### config.mk
export PLATFORM = sky130hd
export DESIGN_NAME = ibex_multdiv_issue
export DESIGN_NICKNAME = d
export VERILOG_FILES = /design/src/rtl/ibex_multdiv_issue.sv
export SDC_FILE = /design/constraint.sdc
export NUM_CORES = 1
export LEC_CHECK = 0
export CORE_MARGIN = 4
export CORE_UTILIZATION = 40
export CTS_BUF_LIST = sky130_fd_sc_hd__clkbuf_16
export DETAILED_ROUTE_END_ITERATION = 12
export PLACE_DENSITY = 0.89
export REMOVE_ABC_BUFFERS = 1
export SYNTH_ARGS = -nofsm -noshare
export SYNTH_HDL_FRONTEND = slang
export SYNTH_SLANG_ARGS = --single-unit
### constraint.sdc
create_clock -name clk_i -period 2.6 [get_ports clk_i]
set_input_delay 0.52 -clock clk_i [delete_from_list [all_inputs] [get_ports clk_i]]
set_output_delay 0.52 -clock clk_i [all_outputs]
set_load 0.01 [all_outputs]
### src/rtl/ibex_multdiv_issue.sv
// ibex_multdiv_issue: issue sequencer for the iterative mult/div unit.
// Defining MULTDIV_OPCACHE_EN adds a one-entry result cache that bypasses the unit on a repeat request.
module ibex_multdiv_issue (
  input  logic        clk_i,
  input  logic        rst_ni,
  input  logic        req_valid_i,
  output logic        req_ready_o,
  input  logic [1:0]  req_operator_i,
  input  logic [1:0]  req_signed_mode_i,
  input  logic [31:0] req_op_a_i,
  input  logic [31:0] req_op_b_i,
  input  logic        flush_i,
  output logic        res_valid_o,
  input  logic        res_ready_i,
  output logic [31:0] res_data_o,
  output logic        mult_en_o,
  output logic        div_en_o,
  output logic [1:0]  operator_o,
  output logic [1:0]  signed_mode_o,
  output logic [31:0] op_a_o,
  output logic [31:0] op_b_o,
  input  logic        md_valid_i,
  input  logic [31:0] md_result_i
);
  typedef enum logic [1:0] {IDLE, BUSY, DRAIN, DONE} state_e;
  state_e      state_q, state_d;
  logic [1:0]  operator_q, operator_d, signed_mode_q, signed_mode_d;
  logic [31:0] op_a_q, op_a_d, op_b_q, op_b_d, res_q, res_d;
  logic        accept, complete, running, hit;
  logic [31:0] hit_res;
  assign req_ready_o   = (state_q == IDLE || (state_q == DONE && res_ready_i)) && !flush_i;
  assign accept        = req_valid_i && req_ready_o;
  assign complete      = state_q == BUSY && md_valid_i && !flush_i;
  // The unit has no abort, so the enable stays up through DRAIN until it reports done.
  assign running       = state_q == BUSY || state_q == DRAIN;
  assign mult_en_o     = running && !operator_q[1];
  assign div_en_o      = running && operator_q[1];
  assign res_valid_o   = state_q == DONE;
  assign res_data_o    = res_q;
  assign operator_o    = operator_q;
  assign signed_mode_o = signed_mode_q;
  assign op_a_o        = op_a_q;
  assign op_b_o        = op_b_q;
`ifdef MULTDIV_OPCACHE_EN
  logic        c_valid_q;
  logic [1:0]  c_operator_q, c_signed_mode_q;
  logic [31:0] c_op_a_q, c_op_b_q, c_res_q;
  assign hit = c_valid_q && c_operator_q == req_operator_i && c_signed_mode_q == req_signed_mode_i &&
               c_op_a_q == req_op_a_i && c_op_b_q == req_op_b_i;
  assign hit_res = c_res_q;
  always_ff @(posedge clk_i or negedge rst_ni) begin
    if (!rst_ni) begin
      c_valid_q       <= 1'b0;
      c_operator_q    <= '0;
      c_signed_mode_q <= '0;
      c_op_a_q        <= '0;
      c_op_b_q        <= '0;
      c_res_q         <= '0;
    end else if (complete) begin
      c_valid_q       <= 1'b1;
      c_operator_q    <= operator_q;
      c_signed_mode_q <= signed_mode_q;
      c_op_a_q        <= op_a_q;
      c_op_b_q        <= op_b_q;
      c_res_q         <= md_result_i;
    end
  end
`else
  assign hit     = 1'b0;
  assign hit_res = '0;
`endif
  always_comb begin
    state_d       = accept ? (hit ? DONE : BUSY) :
                    state_q == BUSY  ? (flush_i ? DRAIN : (md_valid_i ? DONE : BUSY)) :
                    state_q == DRAIN ? (md_valid_i ? IDLE : DRAIN) :
                    (state_q == DONE && (flush_i || res_ready_i)) ? IDLE : state_q;
    operator_d    = accept ? req_operator_i : operator_q;
    signed_mode_d = accept ? req_signed_mode_i : signed_mode_q;
    op_a_d        = accept ? req_op_a_i : op_a_q;
    op_b_d        = accept ? req_op_b_i : op_b_q;
    res_d         = (accept && hit) ? hit_res : (complete ? md_result_i : res_q);
  end
  always_ff @(posedge clk_i or negedge rst_ni) begin
    if (!rst_ni) begin
      state_q       <= IDLE;
      operator_q    <= '0;
      signed_mode_q <= '0;
      op_a_q        <= '0;
      op_b_q        <= '0;
      res_q         <= '0;
    end else begin
      state_q       <= state_d;
      operator_q    <= operator_d;
      signed_mode_q <= signed_mode_d;
      op_a_q        <= op_a_d;
      op_b_q        <= op_b_d;
      res_q         <= res_d;
    end
  end
endmodule

==> impl_metrics.toml <==
[outcome]
outcome = "completed"

[worst_setup_path]
crit_chain = "inv_1, ha_1, inv_1, nor2_1, clkdlybuf4s50_1"
critPathMaxFanout = 4
critPathLaunchType = "register"
critPathArrivalTime_ns = 1.87
required_ns = 2.08
endpoint_kind = "primary output"
max_stage_delay_ns = 0.54
critPathSlowestCell = "clkdlybuf4s50_1"
crit_top_cell = "inv_1"
crit_type = "reg -> out"

[finish]
drive_gt1_share_pct = 26.6
syn_to_final_growth_pct = 63.0
stdcell_area_um2 = 6480
insertedDiodeCount = 0
nNetsFinal = 556

[synth]
ys.warnings.count = 0
synth_area_leader_cell = "dfrtp_1"
syn_avg_cell_area_um2 = 17.0
synth_area_um2 = 3970
ys_seq_elements = 102
synth.top_cell.area_share_pct = 64.3
synthTopCellsByArea = "dfrtp_1 64%, mux2_2 26%, mux2_4 3.0%, buf_6 2.0%, ha_1 1.3%"
syn_inst = 233
yosysSeqAreaShare_pct = 64.3
synth_cell_type_count = 19

[grt]
grt_overflow = 0
antenna_found_initial = 0
grtUsageTotal_pct = 17.8
grt_pass1_wl_um = 15900
grt_max_degree = 71
grt_pass1_vias = 3055

[power_and_ir_drop]
p_leak_nw = 2.70
ir_drop_v = 0.000574
total_power_mw = 7.64
power_density_nw_per_um2 = 1180

[sta]
fmax_mhz = 418
rsz0062_at_grt = "no"
finalCritPeriodShare_pct = 92.1
setup_viol = 0
tightest_slew_ns = 0.652
fin_crit_ns = 2.39
timing.slew.headroom_pct = 56.5
hold_viol = 0
drv_slew = 0
worst_hold_slack_ns = 0.215
fin_tns_setup_ns = 0
fin_skew_ns = 0.00781

[detailed_routing]
drt-initial-drc-count = 67
totalWireLength_um = 10200
viasPerCell = 4.69
wl_per_cell_um = 17.5
drc = 0
dr_total_vias = 2738
final_antenna_net_count = 0
drt_pass1_iterations = 4

[clock_network]
ctsHoldBuffers = 0
root_buffer = "clkbuf_16"
clk_latency_ns = 0.34
clk_pin_slew_ns = 0.06
clock_path_buffers = 2
h-tree-depth = 3
cts_tree = "built"
clkSinkCount = 102
postCtsSetupBuffers = 0
cts_resized = 0
cts_buffers = 9

[die]
initial_core_util_pct = 40.8
die_area_um2 = 11600
core.rowCount = 36
die_h_um = 108
die_w_um = 108
core-area_um2 = 9730
ios = 210

[min_path]
worstHoldPathType = "in -> async"

[placed_design]
place_area_um2 = 6190
port_buffers = 209
dpl.hpwl_um = 7810
gp_congestion = 0.743

[run]
drv_cap = 0
==> logic make-up (layout without fill, tap and decap cells) <==
group,count (synthesis),in the layout,share of synthesized area [%]
AO/OA/AOI/OAI,7,7,1.35
adder cells (fa/ha/maj),4,4,1.26
buffers and inverters,13,231,2.65
flip-flops,102,102,64.3
multiplexers,100,100,29.1
AND/OR/NAND/NOR,7,7,1.39
==> where the power goes <==
part | leakage, nW | internal, mW | total, mW | switching [mW]
sequential | 1.22 | 2.39 | 2.82 | 0.423
combinational | 1.34 | 2.28 | 3.53 | 1.25
clock | 0.145 | 0.731 | 1.29 | 0.557
total | 2.70 | 5.40 | 7.64 | 2.23
==> per-stage QoR <==
step | util, % | worst slack, ns | instances
floorplan | - | -0.588 | 223
global placement | 63.7 | 0.314 | 568
detailed placement | 63.7 | 0.281 | 568
CTS | 66.6 | 0.197 | 584
global route | 66.6 | 0.122 | 584
finish | 66.6 | 0.206 | 584
==> cell usage after synthesis, drive strengths merged <==
master    n
a211oi    1
a21oi     2
a311o     1
a311oi    1
and2      1
buf      10
dfrtp   102
ha        4
inv       3
mux2    100
nand3b    1
nor2      2
nor3b     3
o21a      1
o21ai     1
==> flip-flops by register name, summed over array words and instances (netlist names) <==
register,cells
state_q,2
operator_o,2
signed_mode_o,2
res_data_o,32
op_a_o,32
op_b_o,32
==> layout make-up <==
| class | instances | area (um2) |
|---|---|---|
| multi-input cells | 118 | 1320 |
| clock inverters | 7 | 56.3 |
| clock buffers | 9 | 225 |
| well taps | 133 | 166 |
| inverters | 3 | 11.3 |
| repair buffers | 212 | 2150 |
| fillers | 725 | 3250 |
| flip-flops and latches | 102 | 2550 |
==> routing by layer <==
layer | wire [um] | share of wire (%) | global-route usage (%) | vias to the layer above
li1 | - | - | - | 1252
met1 | 3700 | 36 | 19.8 | 1372
met2 | 5800 | 57 | 32.6 | 100
met3 | 535 | 5.2 | 4.74 | 14
met4 | 177 | 1.7 | 5.95 | 0
met5 | 0 | 0 | 0 | -
==> critical path, delay by kind of cell, from the launching register on <==
family                     cells  cell delay (ns)
adders and majority gates      1             0.33
and+or+nand+nor                1             0.11
DFF                            1             0.38
buffers and inverters          3             0.72
==> path summary, 6_finish.rpt <==
| check | startpoint | endpoint | slack, ns | cells after the start |
|---|---|---|---|---|
| min reg2reg | op_a_o[3] | op_a_o[3] | 0.51 | 1 |
| min in group clk_i | op_a_o[3] | op_a_o[3] | 0.51 | 1 |
| max | state_q[1] | mult_en_o | 0.21 | 5 |
| max in group asynchronous | rst_ni | op_a_o[18] | 1.69 | 2 |
| max reg2reg | state_q[1] | op_b_o[31] | 0.69 | 6 |
| min | rst_ni | op_b_o[6] | 0.22 | 1 |
==> placed cells by master (no fill, tap or decap), types with 2 or more instances in the layout <==
| master | instances |
|---|---|
| nor2_1 | 2 |
| ha_1 | 4 |
| clkinv_1 | 2 |
| inv_1 | 4 |
| clkinv_2 | 3 |
| clkdlybuf4s50_1 | 208 |
| dfrtp_1 | 102 |
| mux2_2 | 92 |
| clkbuf_16 | 9 |
| buf_12 | 3 |
| mux2_4 | 8 |
| nor3b_1 | 2 |
No activity file was read; power rests on OpenSTA's default activity.
